--- src/rtl/sram_level_loader.sv ---
// Purpose : streams bytes into 16-bit SRAM words (little-endian) and writes them
//           to consecutive word addresses starting at a captured base address.
// Ports   : Clk/Reset (async, active-high); start/base_addr/word_count request a load;
//           byte_data/byte_valid/byte_ready byte stream; SRAM_* async SRAM write port;
//           busy/done/words_written load status. All outputs are registered.
// Latency : 4+WE_CYCLES cycles per word with an unstalled stream; the stream may stall indefinitely.
module sram_level_loader #(
    parameter int WE_CYCLES = 2
) (
    input  logic        Clk,
    input  logic        Reset,
    input  logic        start,
    input  logic [19:0] base_addr,
    input  logic [19:0] word_count,
    input  logic [7:0]  byte_data,
    input  logic        byte_valid,
    output logic        byte_ready,
    output logic [19:0] SRAM_ADDR,
    output logic [15:0] SRAM_DQ_OUT,
    output logic        SRAM_DQ_OE,
    output logic        SRAM_CE_N,
    output logic        SRAM_OE_N,
    output logic        SRAM_WE_N,
    output logic        busy,
    output logic        done,
    output logic [19:0] words_written
);

    typedef enum logic [2:0] {
        IDLE  = 3'd0,
        LO    = 3'd1,
        HI    = 3'd2,
        SETUP = 3'd3,
        WRITE = 3'd4,
        HOLD  = 3'd5,
        DONE  = 3'd6
    } state_t;

    state_t      state;
    state_t      nxt;
    logic [19:0] base_q;
    logic [19:0] count_q;
    logic [3:0]  we_cnt;
    logic        xfer;
    logic [19:0] ww_inc;

    // Next-cycle values of the registered outputs, decoded from the next state
    logic        n_ready;
    logic        n_dq_oe;
    logic        n_we_n;
    logic        n_busy;
    logic        n_done;

    assign xfer   = byte_valid & byte_ready;
    assign ww_inc = words_written + 20'd1;

    // State register
    always_ff @(posedge Clk or posedge Reset) begin
        if (Reset) state <= IDLE;
        else       state <= nxt;
    end

    // Next-state logic
    always_comb begin
        nxt = state;
        case (state)
            IDLE:  if (start) nxt = (word_count == 20'd0) ? DONE : LO;
            LO:    if (xfer) nxt = HI;
            HI:    if (xfer) nxt = SETUP;
            SETUP: nxt = WRITE;
            WRITE: if (we_cnt == 4'(WE_CYCLES - 1)) nxt = HOLD;
            HOLD:  nxt = (ww_inc == count_q) ? DONE : LO;
            DONE:  nxt = IDLE;
            default: nxt = IDLE;
        endcase
    end

    // Output decode: outputs are registered, so decode from the state being entered
    always_comb begin
        n_ready = (nxt == LO) || (nxt == HI);
        n_dq_oe = (nxt == SETUP) || (nxt == WRITE) || (nxt == HOLD);
        n_we_n  = (nxt != WRITE);
        n_busy  = (nxt != IDLE);
        n_done  = (nxt == DONE);
    end

    // Output registers and datapath
    always_ff @(posedge Clk or posedge Reset) begin
        if (Reset) begin
            byte_ready    <= 1'b0;
            SRAM_ADDR     <= 20'd0;
            SRAM_DQ_OUT   <= 16'd0;
            SRAM_DQ_OE    <= 1'b0;
            SRAM_CE_N     <= 1'b1;
            SRAM_OE_N     <= 1'b1;
            SRAM_WE_N     <= 1'b1;
            busy          <= 1'b0;
            done          <= 1'b0;
            words_written <= 20'd0;
            base_q        <= 20'd0;
            count_q       <= 20'd0;
            we_cnt        <= 4'd0;
        end else begin
            byte_ready <= n_ready;
            SRAM_DQ_OE <= n_dq_oe;
            SRAM_WE_N  <= n_we_n;
            SRAM_CE_N  <= ~n_busy;
            SRAM_OE_N  <= 1'b1;
            busy       <= n_busy;
            done       <= n_done;

            if (state == IDLE && start) begin
                base_q        <= base_addr;
                count_q       <= word_count;
                words_written <= 20'd0;
            end

            if (state == LO && xfer) SRAM_DQ_OUT[7:0]  <= byte_data;
            if (state == HI && xfer) SRAM_DQ_OUT[15:8] <= byte_data;

            // Address is latched once per word; 20-bit add wraps at the top of SRAM
            if (nxt == SETUP) SRAM_ADDR <= base_q + words_written;

            if (state == WRITE) we_cnt <= we_cnt + 4'd1;
            else                we_cnt <= 4'd0;

            // Only a word that completed its hold cycle is counted
            if (state == HOLD) words_written <= ww_inc;
        end
    end

endmodule

--- config.mk ---
export PLATFORM = sky130hd
export DESIGN_NAME = sram_level_loader
export DESIGN_NICKNAME = d
export VERILOG_FILES = /design/src/rtl/sram_level_loader.sv
export SDC_FILE = /design/constraint.sdc
export NUM_CORES = 1
export LEC_CHECK = 0
export CAP_MARGIN = 20
export CORE_MARGIN = 4
export CORE_UTILIZATION = 53
export CTS_CLUSTER_DIAMETER = 120
export DETAILED_ROUTE_END_ITERATION = 6
export PLACE_DENSITY = 0.85
export REMOVE_ABC_BUFFERS = 1
export SYNTH_ARGS = -nofsm -noshare
export SYNTH_HDL_FRONTEND = slang
export SYNTH_SLANG_ARGS = --single-unit
--- constraint.sdc ---
create_clock -name Clk -period 4.52 [get_ports Clk]
set_input_delay 0.904 -clock Clk [delete_from_list [all_inputs] [get_ports Clk]]
set_output_delay 0.904 -clock Clk [all_outputs]
set_load 0.01 [all_outputs]
* Word level (Yosys, flattened, before mapping)
Cells that the tools add are included.
** Cells by class
- Shift operators :: 0
- Equality and inequality tests :: 14
- Div/mod/pow operators :: 0
- Add/sub/neg operators :: 3
- Reduce and logical (&&, ||, !) cells :: 10
- Order comparisons :: 0
- Multiplexer cells :: 10
- Bitwise operators :: 2
- Multiply operators :: 0
** Operator list (number)
- $mux W20 :: 2
- $add A20 B1 Y20 const B :: 1
- $add A20 B20 Y20 :: 1
- $eq A20 B20 Y1 :: 1
- $logic_not A20 Y1 :: 1
- $mux W3 :: 6
- $pmux W3 S6 :: 1
- $eq A3 B3 Y1 const B :: 5
- $eq A3 B2 Y1 const B :: 4
- $eq A3 B1 Y1 const B :: 2
- $add A4 B1 Y4 const B :: 1
- $eq A4 B1 Y1 const B :: 1
- $mux W4 :: 1
- $logic_and A1 B1 Y1 :: 3
- $logic_not A3 Y1 :: 1
- $logic_or A1 B1 Y1 :: 3
- $ne A3 B3 Y1 const B :: 1
- $reduce_bool A3 Y1 :: 1
- $reduce_bool A2 Y1 :: 1
- $and A1 B1 Y1 :: 1
- $not A1 Y1 :: 1
** Word-level totals
- Output and inout bits :: 63
- Input bits :: 52
- Bits in registers :: 109
- Bits in latches :: 0
- ROM bits :: 0
- Memories :: 0
- Bits in writable memories :: 0

* Longest topological paths before layout
- Word-level depth :: 7
- Gate-level depth with buffers :: 11
- Depth with buffers taken out :: 11

* Least setup slack after synthesis
No wires, ideal clock.
- Path kind :: reg-to-reg
- Start :: reg words_written[0]
- End :: reg done
- Data required time :: 4.440 ns
- Cell stages (with the launch flop) :: 11
- Clock period less this slack :: 2.738 ns
- Library setup time :: 0.080 ns
- Path slack :: 1.782 ns
- Data arrival time :: 2.657 ns
- Path through :: dfrtp_1 > ha_1 > buf_2 > nand4_2 > nor3_1 > nand3_1 > xnor2_1 > or4_1 > nor4_1 > a41oi_1 > nor3_2
** On the way
- Cells in the longest elaborated chain, start to end :: 5
** RTL lines
- from (decl) :: RTL line 26 : output logic [19:0] words_written
- from (signal assigned) :: RTL line 128 : if (state == HOLD) words_written <= ww_inc;
- $add A20 B1 Y20 :: RTL line 55 : assign ww_inc = words_written + 20'd1;
- $eq A20 B20 Y1 :: RTL line 72 : HOLD: nxt = (ww_inc == count_q) ? DONE : LO;
- $mux W3 :: RTL line 72
- $pmux W3 S6 :: RTL line 66 : case (state)
- $eq A3 B3 Y1 :: RTL line 84 : n_done = (nxt == DONE);
- via n_done :: RTL line 52 : logic n_done;
- to (signal assigned) :: RTL line 110 : done <= n_done;
- to (decl) :: RTL line 25 : output logic done,
The timed path passes the listed nets, and every way through them passes these cells.
A chain may end at the register's enable or synchronous reset.

* Worst setup path after layout
Ends and elaborated chain as after synthesis.

==> impl_metrics.yaml <==
pwr:
  power.density_nw_per_um2: 550
  p_seq_frac: 0.381
  switching_share: 0.364
  clkPwrFrac: 0.207
  combPwrFrac: 0.412
  vdd_ir_drop_max_v: 0.000368
  netSwitchingPower_mw: 1.51
  fin_total_pwr_mw: 4.15
  internal_power_mw: 2.64
  power_leakage_nw: 3.44
timing:
  min_period_over_period: 0.732
  setup_viol: 0
  setup_slack_ns: 1.21
  finalHoldViolCount: 0
  setup_tns_ns: 0
  slew_violations: 0
  fmax_mhz: 302
  fin_skew_ns: 0.00699
  rsz0062_at_grt: "no"
  worst_pin_slew_ns: 1.05
  slew_headroom: 0.300
  finalCriticalPeriod_ns: 3.31
place:
  post-dp-hpwl_um: 10800
  placed_cell_area_um2: 7210
  numPortBuffers: 113
  dp_slack_ns: 1.17
  gp_congestion: 0.846
yosys:
  avgSynthCellArea_um2: 8.96
  yosysSeqAreaShare: 0.456
  yosys_warnings: 0
  async_flop_share: 1.00
  synth_edf_count: 0
  ys_top_cells_by_area: "dfrtp_1, nand2_1, ha_1"
  synth_cell_type_count: 64
  syn-instance-count: 668
  synth_top_area_frac: 0.447
  ys_seq_elements: 109
  ys.flop_type: "dfrtp_1"
  synth.largest_area_cell: "dfrtp_1"
  netlist_area_um2: 5980
global_route:
  grt_usage: 0.233
  grt_max_degree: 62
  grt_antenna_before_repair: 0
  grt_pass1_vias: 5204
  grt_first_pass_wirelength_um: 24600
  grt_overflow_total: 0
floorplanning:
  die_h_um: 114
  coreArea_um2: 10900
  initial_core_util: 0.547
  rows: 38
  die_w_um: 114
  pin_count: 115
  die_area_um2: 13100
route:
  vias: 5199
  wirelength_um: 14800
  drt_iter0_drc: 340
  ant_nets: 0
  wire_per_inst_um: 16.2
  dr.pass1.iters: 5
  drc: 0
  viasPerCell: 5.67
flow_run:
  drv_cap: 0
clock_network:
  cts_max_path_buffers: 2
  cts_sinks: 109
  path_clk_slew_ns: 0.07
  root_buffer: "clkbuf_16"
  cts_setup_buffers: 0
  cts_resized: 0
  cts_tree: "done"
  clk_latency_ns: 0.35
  cts-buffers-inserted: 9
  hold_buffers: 0
  h-tree-depth: 3
cells_and_area:
  n_fill_cell: 845
  antenna_cells: 0
  final_cell_mix: "nand2_1, clkdlybuf4s50_1, dfrtp_1"
  nets: 847
  final_layout_size_suffix_gt1_frac: 0.0644
  final_common_cell: "nand2_1"
  area_growth_pct: 26.2
  fin_area_um2: 7550
worst_setup_path:
  path_max_fanout: 9
  cp-start-kind: "flop"
  worstPathArrival_ns: 3.57
  cp.required_ns: 4.78
  critPathKind: "flop to flop"
  rr_worst_depth: 9
  crit_path_end_kind: "flop"
min_path:
  holdPathStages: 2
  hp-class: "flop to flop"
status:
  status: "finished, final reports clean"
path summary, 6_finish.rpt:
kind                                   end  slack (ns)              from
setup / recovery                      done        1.21  words_written[0]
hold / removal             SRAM_DQ_OUT[12]        0.47   SRAM_DQ_OUT[12]
setup reg to reg                      done        1.21  words_written[0]
hold reg to reg            SRAM_DQ_OUT[12]        0.47   SRAM_DQ_OUT[12]
max in group asynchronous        base_q[0]        2.97             Reset
min in group asynchronous   SRAM_DQ_OUT[7]        0.92             Reset
power by group through the flow:
stage,clock [mW],combinational (mW),sequential (mW)
after floorplan,0,0.968,1.62
after global placement,0,1.62,1.58
after detailed placement,0,1.68,1.60
after CTS,0.870,1.71,1.58
after global routing,0.919,1.89,1.62
final,0.861,1.71,1.58
metrics by stage:
stage	hold WS, ns	instances	utilization
3_3_place_gp	0.459	899	0.657
5_1_grt	0.504	917	0.690
4_1_cts	0.481	916	0.689
6_report	0.474	917	0.690
2_1_floorplan	0.447	640	-
3_5_place_dp	0.463	900	0.659
synthesized netlist by cell type, drive strengths merged (8+ instances only):
master / n
nor4: 8
nand3: 21
xor2: 26
or3: 9
clkbuf: 21
a211oi: 8
nand2: 196
nor3: 14
ha: 22
dfrtp: 107
a21oi: 14
inv: 11
nor2: 32
xnor2: 28
mux2: 8
o31ai: 10
o21ai: 54
flip-flops by register name, indices dropped and copies added, names as in the netlist:
register and flops:
SRAM_ADDR 20, base_q 20, count_q 20, words_written 20, SRAM_DQ_OUT 16, we_cnt 4, state 3, SRAM_CE_N 1
SRAM_DQ_OE 1, SRAM_WE_N 1, busy 1, byte_ready 1, done 1
area by class of cell:
cell class / count / area, um^2 / area share
Multi-Input combinational cell: 520 / 3060 / 0.405
Sequential cell: 109 / 2730 / 0.362
Timing Repair Buffer: 121 / 1220 / 0.161
Clock buffer: 11 / 243 / 0.0322
Tap cell: 140 / 175 / 0.0232
Clock inverter: 5 / 82.6 / 0.0109
Inverter: 11 / 43.8 / 0.00580
cell families after synthesis:
| logic type | share of synthesized area |
|---|---|
| xor+xnor | 0.0828 |
| mux | 0.0151 |
| compound gates | 0.124 |
| other cells | 0.000627 |
| buf+inv | 0.0330 |
| flops | 0.456 |
| fa+ha+maj | 0.0493 |
| simple gates | 0.239 |
layer usage:
metal / track usage / routed length, um
met3: 0.0444 / 938
met4: 0.0958 / 387
met5: 0 / 0
met2: 0.380 / 7300
met1: 0.307 / 6210
critical path: stages (launching register included):
cell	delay, ns
dfrtp_1	0.50
ha_1	0.41
nand4_2	0.20
nor3_1	0.54
nand3_1	0.21
xnor2_1	0.18
or4_1	0.50
nor4_1	0.29
a41oi_1	0.21
nor3_2	0.19
Power figures use the tool's default switching activity.
